--- src/rtl/avr_io_ctrl_pkg.sv ---
// Purpose : shared constants and helpers for the AVR I/O controller slice.
// Latency : n/a (package only).
// Backpressure: n/a (package only).
//
// Contents: register offsets, button count, default debounce length and
// a lowest-set-bit priority encoder used for the interrupt vector.
package avr_io_ctrl_pkg;

  localparam int NUM_BUTTONS             = 5;
  localparam int DEBOUNCE_CYCLES_DEFAULT = 100000;

  // Register offsets relative to BASE_ADDR
  localparam logic [1:0] REG_LEDS = 2'd0;
  localparam logic [1:0] REG_BTN  = 2'd1;
  localparam logic [1:0] REG_EDGE = 2'd2;
  localparam logic [1:0] REG_IEN  = 2'd3;

  typedef logic [NUM_BUTTONS-1:0] btn_vec_t;

  // Index of the lowest set bit; 0 when nothing is set.
  function automatic logic [2:0] lowest_set(input btn_vec_t v);
    logic [2:0] idx;
    idx = 3'd0;
    for (int i = NUM_BUTTONS - 1; i >= 0; i--) begin
      if (v[i]) idx = 3'(i);
    end
    return idx;
  endfunction

endpackage

--- src/rtl/avr_io_debounce.sv ---
// Purpose : one-button 2-flop synchronizer followed by a stable-count debouncer.
// Latency : a stable raw change shows on db after 2 + DEBOUNCE_CYCLES cycles.
// Backpressure: none; free-running per clock.
//
// Ports: clk, reset (async, active-high), raw (asynchronous button),
//        db (debounced, registered).
module avr_io_debounce
  import avr_io_ctrl_pkg::*;
#(
  parameter int DEBOUNCE_CYCLES = DEBOUNCE_CYCLES_DEFAULT
) (
  input  logic clk,
  input  logic reset,
  input  logic raw,
  output logic db
);

  // Keep at least one counter bit so DEBOUNCE_CYCLES=1 still elaborates.
  localparam int            CW       = (DEBOUNCE_CYCLES > 1) ? $clog2(DEBOUNCE_CYCLES) : 1;
  localparam logic [CW-1:0] CNT_LAST = CW'(DEBOUNCE_CYCLES - 1);

  logic [1:0]    sync;
  logic [CW-1:0] cnt;

  always_ff @(posedge clk or posedge reset) begin
    if (reset) begin
      sync <= 2'b00;
      cnt  <= '0;
      db   <= 1'b0;
    end else begin
      sync <= {sync[0], raw};
      if (sync[1] == db) begin
        // Any agreement restarts the stability window.
        cnt <= '0;
      end else if (cnt == CNT_LAST) begin
        db  <= sync[1];
        cnt <= '0;
      end else begin
        cnt <= cnt + CW'(1);
      end
    end
  end

endmodule

--- src/rtl/avr_io_ctrl.sv ---
// Purpose : AVR I/O-mapped LED/button block: LEDS, BTN, EDGE (W1C) and IEN registers + irq.
// Latency : reads combinational; writes on the io_we edge; irq/irq_vec one cycle behind pending.
// Backpressure: none; the I/O bus never stalls.
//
// Ports: clk, reset (async, active-high); io_addr/io_re/io_we/io_di/io_do core bus;
//        buttons (raw), leds; irq, irq_vec, irq_ack interrupt handshake.
module avr_io_ctrl
  import avr_io_ctrl_pkg::*;
#(
  parameter logic [5:0] BASE_ADDR       = 6'h18,
  parameter int         DEBOUNCE_CYCLES = DEBOUNCE_CYCLES_DEFAULT
) (
  input  logic                   clk,
  input  logic                   reset,
  input  logic [5:0]             io_addr,
  input  logic                   io_re,
  input  logic                   io_we,
  input  logic [7:0]             io_di,
  output logic [7:0]             io_do,
  input  logic [NUM_BUTTONS-1:0] buttons,
  output logic [7:0]             leds,
  output logic                   irq,
  output logic [2:0]             irq_vec,
  input  logic                   irq_ack
);

  btn_vec_t   btn_db;
  btn_vec_t   btn_db_q;
  btn_vec_t   edge_r;
  btn_vec_t   ien_r;
  btn_vec_t   pending;
  btn_vec_t   w1c;
  btn_vec_t   ack_clr;
  btn_vec_t   edge_rise;
  logic [6:0] addr_off;
  logic       addr_hit;
  logic [1:0] reg_sel;

  for (genvar i = 0; i < NUM_BUTTONS; i++) begin : g_btn
    avr_io_debounce #(.DEBOUNCE_CYCLES(DEBOUNCE_CYCLES)) u_db (
      .clk   (clk),
      .reset (reset),
      .raw   (buttons[i]),
      .db    (btn_db[i])
    );
  end

  // 7-bit subtract so addresses below BASE_ADDR wrap far out of range.
  assign addr_off = {1'b0, io_addr} - {1'b0, BASE_ADDR};
  assign addr_hit = (addr_off < 7'd4);
  assign reg_sel  = addr_off[1:0];

  always_comb begin
    io_do = 8'h00;
    if (io_re && addr_hit) begin
      case (reg_sel)
        REG_LEDS: io_do = leds;
        REG_BTN:  io_do = 8'(btn_db);
        REG_EDGE: io_do = 8'(edge_r);
        REG_IEN:  io_do = 8'(ien_r);
        default:  io_do = 8'h00;
      endcase
    end
  end

  assign pending   = edge_r & ien_r;
  assign edge_rise = btn_db & ~btn_db_q;
  assign w1c       = (io_we && addr_hit && reg_sel == REG_EDGE) ? io_di[NUM_BUTTONS-1:0] : '0;

  // Ack only clears the vector it refers to, and only while that bit is still pending.
  always_comb begin
    ack_clr = '0;
    if (irq_ack && irq && pending[irq_vec]) ack_clr[irq_vec] = 1'b1;
  end

  always_ff @(posedge clk or posedge reset) begin
    if (reset) begin
      leds     <= 8'h00;
      ien_r    <= '0;
      edge_r   <= '0;
      btn_db_q <= '0;
      irq      <= 1'b0;
      irq_vec  <= 3'd0;
    end else begin
      if (io_we && addr_hit && reg_sel == REG_LEDS) leds  <= io_di;
      if (io_we && addr_hit && reg_sel == REG_IEN)  ien_r <= io_di[NUM_BUTTONS-1:0];
      btn_db_q <= btn_db;
      // New rising edges are OR-ed in after the clears so a same-cycle set wins.
      edge_r   <= (edge_r & ~(w1c | ack_clr)) | edge_rise;
      irq      <= |pending;
      irq_vec  <= lowest_set(pending);
    end
  end

endmodule

--- config.mk ---
export PLATFORM = sky130hd
export DESIGN_NAME = avr_io_ctrl
export DESIGN_NICKNAME = d
export VERILOG_FILES = /design/src/rtl/avr_io_ctrl_pkg.sv /design/src/rtl/avr_io_debounce.sv /design/src/rtl/avr_io_ctrl.sv
export SDC_FILE = /design/constraint.sdc
export NUM_CORES = 1
export LEC_CHECK = 0
export ABC_AREA = 0
export CAP_MARGIN = 0
export CORE_MARGIN = 1.5
export CORE_UTILIZATION = 39
export CTS_CLUSTER_DIAMETER = 60
export DETAILED_ROUTE_END_ITERATION = 7
export PLACE_DENSITY_LB_ADDON = 0.2
export SLEW_MARGIN = 5
export SYNTH_ARGS = -nofsm -noshare
export SYNTH_HDL_FRONTEND = slang
export SYNTH_HIERARCHICAL = 1
export SYNTH_SLANG_ARGS = --single-unit
--- constraint.sdc ---
create_clock -name clk -period 2 [get_ports clk]
set_input_delay 0.2 -clock clk [delete_from_list [all_inputs] [get_ports clk]]
set_output_delay 0.2 -clock clk [all_outputs]
set_load 0.05 [all_outputs]
==> key figures, run 1 <==
STA
  • Final Setup Violations: 0
  • Fin worst setup slack: approximately 0.052 ns
  • Tmin final: 1.948 ns
  • Worst slew margin: between 60% and 70%
  • Final Hold Fails: 0
  • Setup TNS Final: 0 ns
  • RSZ-0062 raised after global routing: false
  • Worst-Margin Slew: 0.5369 ns
  • Fmax: a little over 0.5 GHz
  • Clock Skew: 0.01171 ns
  • Tcrit/Tclk final: a little over nine tenths
  • Max Slew Vio Count: 0

Setup path
  • Req. time, crit path: 1.80 ns
  • CP Data Arrival Time: ~1.8 ns
  • Worst setup path class: reg2out
  • Slowest stage cell on the critical path: mux4_2
  • Crit-path cells: mux4_2 > and3_1 > buf_4
  • CP endpoint kind: primary output
  • Largest stage delay, worst path: between 0.4 and 0.5 ns
  • Worst setup SP type: flip-flop
  • Worst Path Max Fanout: 5

Placed design
  • Dpl cell area: 6715 sq um
  • HPWL after DPL: about 8.2 mm
  • Port bufs: 43
  • DP Worst Slack: 0.03807 ns
  • Routability cong.: roughly 0.8

Floorplan
  • Chip height: 127.7 microns
  • Total core area: 15200 sq um
  • Initial core utilization: 39.87%
  • Num rows: between 40 and 50
  • Die X: 127.7 microns
  • Die ar.: 16300 sq um
  • I/O pin count: 44

Hold path
  • Worst min-delay path category: in2reg

Clock tree
  • Clk_lat worst skew: about 0.43 ns
  • TritonCTS clock tree: built
  • Hold_buf cts: 0
  • Clock root cell: clkbuf_16
  • Post-cts sizing count: 0
  • Num CTS Buffers: 17
  • CTS Sinks: roughly 130
  • Clk pin slew, worst setup/hold paths: ~0.05 ns
  • # Post-CTS Setup Buffers: 0
  • H-tree depth: 4
  • Max Root-Sink Buffers: 2

Power and ir drop
  • Clock network power share: 51.4%
  • Switching share of power: a little under a quarter
  • Power share of the combinational group: a little over 9%
  • P per Cell Area: 949.8 nW/um^2
  • Psw: 1.681 mW
  • Int Power: 5.420 mW
  • Leak: roughly 3.1 nW
  • Pwr Total: roughly 7 mW
  • VDD IR max: ~0.00060 V
  • Sequential power share: between 30% and 40%

Detailed routing
  • Number of routed nets with antenna violations: 0
  • Iteration-0 DRC Markers: ~280
  • Routed len/inst: between 10 and 15 microns
  • Drt via density: about 5.2
  • DRC: 0
  • Pre-antenna DRT Iters: 4
  • Vias: 4238
  • DRT Wirelength: roughly 12 mm

Synth
  • Ys flop type: dfrtp_1
  • Synth Instances: 550
  • Seq cells post-synth: 127
  • Post-synthesis cell type count: 41
  • Synthesized cell area: a little over 6000 sq um
  • EDFF count, synth: 0
  • Mean area per synthesized cell: roughly 11 sq um
  • Synth async-reset ratio: 100.0%
  • Yosys warning count: 6
  • Mapped Nets: about 580
  • Post-synthesis sequential area ratio: approximately 52%

Final layout
  • Layout area overhead: 23.37%
  • Final net count: about 640
  • Final instance area: roughly 7500 sq um
  • Final core occ: 49.19%
  • # diodes: 0
  • Layout cells sized above 1: 14.06%

Global route
  • GRT Overall Usage: 16.53%
  • Vias in the first global route: roughly 4300
  • Initial antenna violation count: 0
  • Largest net degree at the start of global routing: 28
  • First-pass GRT wire length: 21.20 mm
  • Remaining Overflow, GRT: 0

Outcome
  • Status: completed

Run
  • Max Cap Violations: 0
==> worst max-delay path, delay by kind of cell, from the launching register on <==
kind,cells,cell delay [ns]
buffers and inverters,1,0.18
DFF,1,0.46
muxes,1,0.48
and+or+nand+nor,1,0.19
==> per-stage QoR <==
step,std cells,hold slack (ns)
CTS,813,0.1968
finish,814,0.2084
detailed placement,782,0.3347
global placement,782,0.3325
global route,814,0.2083
floorplan,550,0.1638
==> layout by cell type, fill, tap and decap left out, types with 2 or more instances in the layout <==
master	count
nor3_1	21
buf_4	13
bufinv_16	7
nor2_1	93
o41ai_1	2
ha_1	5
inv_1	23
mux2_2	5
xor2_1	25
or4b_1	5
o22ai_1	3
buf_12	3
nand4_1	31
nor4_2	4
and3_2	5
and3_1	5
nor4_1	25
and4_1	8
a22oi_1	2
clkbuf_16	17
a41o_4	5
dfrtp_1	127
xnor2_1	55
nor2b_1	3
mux4_2	5
inv_6	3
nor3b_1	5
clkinvlp_4	3
nand2_1	31
clkdlybuf4s50_1	35
nand3_1	21
mux2_4	12
nor4b_1	3
==> cell families after synthesis <==
kind of cell	after synthesis	share of synthesized area [%]
and+or+nand+nor	269	23.95
adders and majority gates	5	1.032
xor gates and xnor gates	80	11.56
buffers and inverters	31	3.014
AOI/OAI and AO/OA	15	2.085
DFF	127	52.44
muxes	23	5.925
==> worst paths after layout <==
check	start	end	slack, ns	depth (start not counted)
worst min-delay path	buttons[2]	g_btn[2].u_db/sync[0]	0.21	1
min in group asynchronous	reset	g_btn[1].u_db/cnt[10]	0.31	3
max in group asynchronous	reset	leds[5]	1.37	3
worst max register to register	g_btn[2].u_db/cnt[6]	g_btn[2].u_db/cnt[9]	0.08	4
worst min register to register	g_btn[4].u_db/sync[0]	g_btn[4].u_db/sync[1]	0.34	0
worst max-delay path	g_btn[1].u_db/db	io_do[1]	0.05	3
==> registers in the layout, summed over array words and instances (netlist names) <==
register / cells
leds: 8
btn_db_q: 5
edge_r: 5
g_btn.u_db/cnt: 85
g_btn.u_db/sync: 10
ien_r: 5
g_btn.u_db/db: 5
irq_vec: 3
irq: 1
==> cells in the mapped netlist (all sizes together) (5+ instances only) <==
library cell | count | share of area (%)
nor4 | 30 | 3.6
and3 | 10 | 1.1
dfrtp | 127 | 52
ha | 5 | 1.0
nor3 | 21 | 1.7
inv | 23 | 1.4
nor3b | 5 | 0.62
a41o | 5 | 0.93
nor2 | 94 | 5.9
nand4 | 32 | 3.6
mux2 | 17 | 3.9
xor2 | 25 | 3.6
nand3 | 22 | 2.0
xnor2 | 55 | 7.9
mux4 | 5 | 1.9
or4b | 5 | 0.83
nand2 | 31 | 1.9
buf | 8 | 1.6
and4 | 8 | 1.2
==> power by group through the flow <==
stage          clock, mW  combinational (mW)  sequential, mW
6_report            3.65               0.644            2.81
5_1_grt             3.83               0.699            2.82
4_1_cts             3.73               0.646            2.81
3_5_place_dp           0               0.641            2.85
3_3_place_gp           0               0.630            2.85
2_1_floorplan          0               0.287            2.97
==> metal layers <==
metal  global-route usage, %  part of all wire, %  wire length (microns)  vias up
li1                        -                    -                      -     2082
met1                   23.34                   51                   6228     2072
met2                   24.36                   44                   5326       72
met3                   4.090                  3.8                    466       12
met4                   6.940                  1.5                    184        0
met5                       0                    0                      0        -
==> layout make-up <==
| cell class | count | area (sq um) |
|---|---|---|
| Timing Repair Buffer | 52 | 519.2 |
| Tap cell | 188 | 235.2 |
| Clock inverter | 13 | 259.0 |
| Inverter | 23 | 86.33 |
| Sequential cell | 127 | 3178 |
| Clock buffer | 18 | 429.2 |
| Fill cell | 1381 | 7725 |
| Multi-Input combinational cell | 393 | 2770 |
No activity file was read; power rests on OpenSTA's default activity.
==> run 2, diff against run 1 <==
--- a/config.mk
+++ b/config.mk
@@ -6,7 +6,7 @@
 export NUM_CORES = 1
 export LEC_CHECK = 0
 export ABC_AREA = 0
-export CAP_MARGIN = 0
+export CAP_MARGIN = 30
 export CORE_MARGIN = 1.5
 export CORE_UTILIZATION = 39
 export CTS_CLUSTER_DIAMETER = 60
==> constraint.sdc (replaced) <==
create_clock -name clk -period 1.6 [get_ports clk]
set_input_delay 0.16 -clock clk [delete_from_list [all_inputs] [get_ports clk]]
set_output_delay 0.16 -clock clk [all_outputs]
set_load 0.05 [all_outputs]
==> run 2 against run 1 <==
  * The flow now finishes with violations (negative setup slack)
  * Clock skew is 0.0056 ns lower
  * Global-route usage is 1.5 points higher
  * Sequential share of layout area is 3.9 points lower
  * Largest power group unchanged
==> key figures, run 2 (same netlist as run 1, synthesis figures left out) <==
Outcome
  • Status: complete, but fails checks
  • Failing checks: negative setup slack

Global route
  • Remaining Overflow, GRT: 0
  • GRT Overall Usage: between 10% and 20%
  • First-pass GRT wire length: between 20 and 25 mm
  • Vias in the first global route: 4662
  • Initial antenna violation count: 0
  • Largest net degree at the start of global routing: 28

Detailed routing
  • Iteration-0 DRC Markers: 253
  • Vias: around 4600
  • Pre-antenna DRT Iters: 4
  • DRT Wirelength: between 10 and 15 mm
  • Number of routed nets with antenna violations: 0
  • Drt via density: 5.316
  • Routed len/inst: 15.89 microns
  • DRC: 0

Floorplan
  • Total core area: approximately 15000 sq um
  • Chip height: 127.7 microns
  • Initial core utilization: 39.87%
  • Num rows: 45
  • I/O pin count: between 40 and 50
  • Die ar.: 16300 sq um
  • Die X: 127.7 microns

STA
  • Final Setup Violations: 90
  • Fin worst setup slack: -0.2004 ns
  • WHS: approximately 0.18 ns
  • Final Hold Fails: 0
  • Max Slew Vio Count: 0
  • Clock Skew: 0.006101 ns
  • Worst slew margin: 64.55%
  • Worst-Margin Slew: roughly 0.53 ns
  • RSZ-0062 raised after global routing: true
  • Tcrit/Tclk final: 112.5%
  • Fmax: about 0.56 GHz
  • Tmin final: approximately 1.8 ns

Clock tree
  • Clk_lat worst skew: around 0.42 ns
  • CTS Sinks: between 100 and 150
  • Clock root cell: clkbuf_16
  • Clk pin slew, worst setup/hold paths: approximately 0.05 ns
  • TritonCTS clock tree: built
  • Max Root-Sink Buffers: 2
  • H-tree depth: 4
  • Num CTS Buffers: 17

Final layout
  • Layout cells sized above 1: 34.36%
  • Final instance area: just over 8000 sq um
  • Layout area overhead: 35.92%
  • Largest register FFs: 85
  • Top Registers: g_btn.u_db/cnt: 85 flops, g_btn.u_db/sync: 10 flops, leds: 8 flops
  • Most frequent cells in the layout: dfrtp_1 (124), buf_4 (64), xnor2_1 (55)
  • Final core occ: 54.19%
  • # diodes: 0
  • Final net count: approximately 700
  • Reg with most FFs: g_btn.u_db/cnt
  • Most common cell after layout, fill and taps aside: dfrtp_1
  • # fillers: approximately 1300

Placed design
  • Routability cong.: between 0.7 and 0.8
  • HPWL after DPL: 8.736 mm
  • Port bufs: 43
  • Dpl cell area: between 6000 and 7000 sq um

Power and ir drop
  • Switching share of power: approximately 25%
  • Psw: 2.073 mW
  • Int Power: around 6 mW
  • Power share of the combinational group: 12.4%
  • Clock network power share: ~45%
  • P per Cell Area: approximately 990 nW/um^2
  • VDD IR max: around 0.00075 V
  • Sequential power share: roughly 43%
  • Leak: around 3.3 nW

Setup path
  • Worst setup path class: reg2out
  • Req. time, crit path: between 1 and 1.5 ns
  • CP Data Arrival Time: between 1.5 and 2 ns
  • Worst setup SP type: flip-flop
  • CP endpoint kind: primary output
  • Worst Path Max Fanout: 2

Run
  • Max Cap Violations: 0

Hold path
  • Worst min-delay path category: in2reg
## run 2: cell types whose count changed in the layout (fill, tap and decap cells not counted), moves of 7 or more
cell / previous run / this run
nor2_1: 93 / 32
buf_4: 13 / 64
clkdlybuf4s50_1: 35 / 22
nor2_4: 0 / 24
clkinv_2: 0 / 7
nor2_2: 1 / 38
## run 2: cell type report
| class | count | area (sq um) | area share [%] |
|---|---|---|---|
| inverters | 23 | 86.33 | 1.048 |
| clock buffers | 20 | 446.7 | 5.422 |
| clock inverters | 12 | 118.9 | 1.443 |
| flip-flops and latches | 127 | 3182 | 38.62 |
| multi-input cells | 394 | 3159 | 38.35 |
| repair buffers | 105 | 1010 | 12.26 |
| well taps | 188 | 235.2 | 2.855 |
## run 2: final timing paths
check	startpoint	end	slack, ns	cells after the start
setup / recovery	g_btn[2].u_db/db	io_do[2]	-0.20	3
hold / removal	buttons[0]	g_btn[0].u_db/sync[0]	0.18	1
setup reg to reg	g_btn[1].u_db/cnt[6]	g_btn[1].u_db/cnt[15]	-0.14	5
hold reg to reg	g_btn[4].u_db/sync[0]	g_btn[4].u_db/sync[1]	0.35	0
max in group asynchronous	reset	leds[7]	1.04	3
min in group asynchronous	reset	g_btn[1].u_db/cnt[8]	0.26	3
## run 2: repair_timing
| action | in CTS | in global routing |
|---|---|---|
| gates resized for setup | 66 | 72 |
| pin swaps | 31 | 16 |
| endpoints found under the setup margin | 93 | 93 |
| buffers inserted | 20 | 4 |
| gates cloned | 4 | 0 |
| hold buffers | 0 | 0 |
## run 2: power by group through the flow
stage               clock [mW]  combinational (mW)  sequential, mW
global route              3.91                1.09            3.51
detailed placement           0               0.802            3.56
finish                    3.69                1.01            3.49
global placement             0               0.791            3.56
CTS                       3.77               0.975            3.48
floorplan                    0               0.360            3.71
## run 2: routing by layer
metal	wire length (microns)	global-route usage, %
met4	264	8.857
met5	0	0
met2	6614	28.36
met3	618	3.923
met1	6308	23.87
## run 2: per-stage QoR
step | setup slack, ns | instances | total power [mW] | setup TNS (ns)
floorplan | -0.04150 | 550 | 4.067 | -2.031
global placement | -0.2114 | 811 | 4.348 | -12.14
detailed placement | -0.2199 | 811 | 4.367 | -15.41
CTS | -0.2196 | 867 | 8.231 | -8.404
global route | -0.2332 | 869 | 8.503 | -15.05
finish | -0.2004 | 869 | 8.185 | -9.176
## run 2: worst max-delay path, cell delays in order (launching register included)
cell and delay [ns]:
dfrtp_2 0.42, mux4_2 0.46, and3_4 0.19, buf_6 0.14
==> run 3, diff against run 2 <==
--- a/config.mk
+++ b/config.mk
@@ -11,7 +11,8 @@
 export CORE_UTILIZATION = 39
 export CTS_CLUSTER_DIAMETER = 60
 export DETAILED_ROUTE_END_ITERATION = 7
-export PLACE_DENSITY_LB_ADDON = 0.2
+export HOLD_SLACK_MARGIN = 0.05
+export PLACE_DENSITY = 0.69
 export SLEW_MARGIN = 5
 export SYNTH_ARGS = -nofsm -noshare
 export SYNTH_HDL_FRONTEND = slang
==> run 3 against run 2 <==
  * The flow still finishes with violations (negative setup slack)
  * Sequential power hardly changed
  * Count of clock-buffer cells in the layout is 4 higher
  * Via count fell by 0.84%
  * Die area did not move
  * Hold slack lost 0.078 ns
  * Utilization decreased by 1.1 points
  * Clock skew is 0.0040 ns higher
  * Fmax fell by 0.81%
  * Highest routed layer unchanged
==> key figures, run 3 (same netlist as run 1, synthesis figures left out) <==
STA
  • Clock Skew: 0.01014 ns
  • Tmin final: 1.815 ns
  • Max Slew Vio Count: 0
  • Tcrit/Tclk final: 113.4%
  • Final Setup Violations: 90
  • WHS: between 0.1 and 0.15 ns
  • Worst slew margin: 73.57%
  • RSZ-0062 raised after global routing: true
  • Final Hold Fails: 0
  • Worst-Margin Slew: approximately 0.4 ns
  • Fin worst setup slack: -0.2152 ns
  • Setup TNS Final: -8.219 ns
  • Fmax: 0.5509 GHz

Placed design
  • Dpl cells: 813
  • Dpl cell area: approximately 6900 sq um
  • Port bufs: 43
  • DP Worst Slack: -0.2466 ns
  • Routability cong.: approximately 0.83
  • HPWL after DPL: between 8 and 9 mm

Global route
  • Initial antenna violation count: 1
  • Vias in the first global route: ~4600
  • First-pass GRT wire length: ~23 mm
  • Largest net degree at the start of global routing: 28
  • GRT Overall Usage: 17.46%
  • Remaining Overflow, GRT: 0

Clock tree
  • Max Root-Sink Buffers: 2
  • Clk pin slew, worst setup/hold paths: 0.05 ns
  • Hold_buf cts: 0
  • CTS Sinks: around 130
  • TritonCTS clock tree: built
  • Clk_lat worst skew: 0.41 ns
  • Clock root cell: clkbuf_16
  • H-tree depth: 4
  • Num CTS Buffers: 17

Setup path
  • Req. time, crit path: about 1.4 ns
  • Worst Path Max Fanout: 2
  • Worst setup path class: reg2out
  • CP endpoint kind: primary output
  • CP Data Arrival Time: roughly 1.7 ns
  • Worst setup SP type: flip-flop
  • Worst R2R Path Depth: 5

Power and ir drop
  • VDD IR max: between 0.0006 and 0.0007 V
  • Pwr Total: 8.005 mW
  • Leak: 3.354 nW
  • P per Cell Area: 992.6 nW/um^2

Final layout
  • Most frequent cells in the layout: dfrtp_1 (125), buf_4 (66), xnor2_1 (55)
  • Layout cells sized above 1: between 30% and 40%
  • Most common cell after layout, fill and taps aside: dfrtp_1
  • Layout area overhead: 33.05%
  • Final core occ: 53.05%
  • Finished Layout Cells: ~870
  • Top Registers: g_btn.u_db/cnt: 85 flops, g_btn.u_db/sync: 10 flops, leds: 8 flops
  • Final net count: 700
  • Final instance area: ~8000 sq um
  • Reg with most FFs: g_btn.u_db/cnt
  • Largest register FFs: 85

Outcome
  • Status: complete, but fails checks
  • Failing checks: negative setup slack

Floorplan
  • Total core area: around 15000 sq um
  • Die X: 127.7 microns
  • Die ar.: between 15000 and 20000 sq um
  • I/O pin count: 44
  • Chip height: ~130 microns
  • Initial core utilization: between 30% and 40%
  • Num rows: 45

Detailed routing
  • Number of routed nets with antenna violations: 0
  • Pre-antenna DRT Iters: 4
  • DRC: 0
  • Routed len/inst: 15.44 microns
  • DRT Wirelength: 13.46 mm
  • Vias: about 4600
  • Iteration-0 DRC Markers: around 330
  • Drt via density: roughly 5.3

Hold path
  • Worst min-delay path category: in2async

Run
  • Max Cap Violations: 0
run 3: cell count changes in the layout (fill, tap and decap cells not counted), moves of 2 or more:
cell      before  now
buf_6          6   10
buf_4         64   66
nor4_2         3    0
a41o_4         5    0
clkinv_2       7    5
nor2_1        32   48
nor2_4        24   14
clkbuf_1       2    5
a41o_2         2    5
nor4_1        22   25
nor2_2        38   32
run 3: critical path, stage by stage (launching register included):
cell     delay, ns
dfrtp_2       0.42
mux4_2        0.47
and3_4        0.20
buf_6         0.14
run 3: path summary, 6_finish.rpt:
path | start | to | slack [ns]
worst max register to register | g_btn[1].u_db/cnt[12] | g_btn[1].u_db/db | -0.14
worst max-delay path | g_btn[0].u_db/db | io_do[0] | -0.22
worst min-delay path | reset | g_btn[2].u_db/db | 0.10
max in group asynchronous | reset | leds[5] | 1.01
worst min register to register | g_btn[3].u_db/sync[0] | g_btn[3].u_db/sync[1] | 0.34
min in group clk | buttons[4] | g_btn[4].u_db/sync[0] | 0.18
run 3: metal layers:
metal | vias up | GRT usage, % | routed length [microns]
li1 | 2193 | - | -
met1 | 2265 | 22.08 | 5912
met2 | 109 | 29.25 | 6712
met3 | 14 | 4.508 | 621
met4 | 0 | 5.948 | 216
met5 | - | 0 | 0
run 3: cell type report:
cell class,count,area [sq um]
antenna,1,2.502
clock buffer,24,471.7
clock inverter,7,62.56
fill,1257,7138
inverter,23,86.33
multi-input combinational,392,2978
sequential,127,3181
tap,188,235.2
timing repair buffer,110,1047
run 3: power by group:
group          switching (mW)  internal, mW
clock network            1.31          2.19
logic                   0.577         0.446
registers               0.121          3.36
run 3: timing repair:
action / in CTS / in global routing
setup buffers: 24 / 2
resized for setup: 59 / 39
endpoints found under the setup margin: 93 / 93
cloned: 1 / 0
pin swaps: 19 / 9
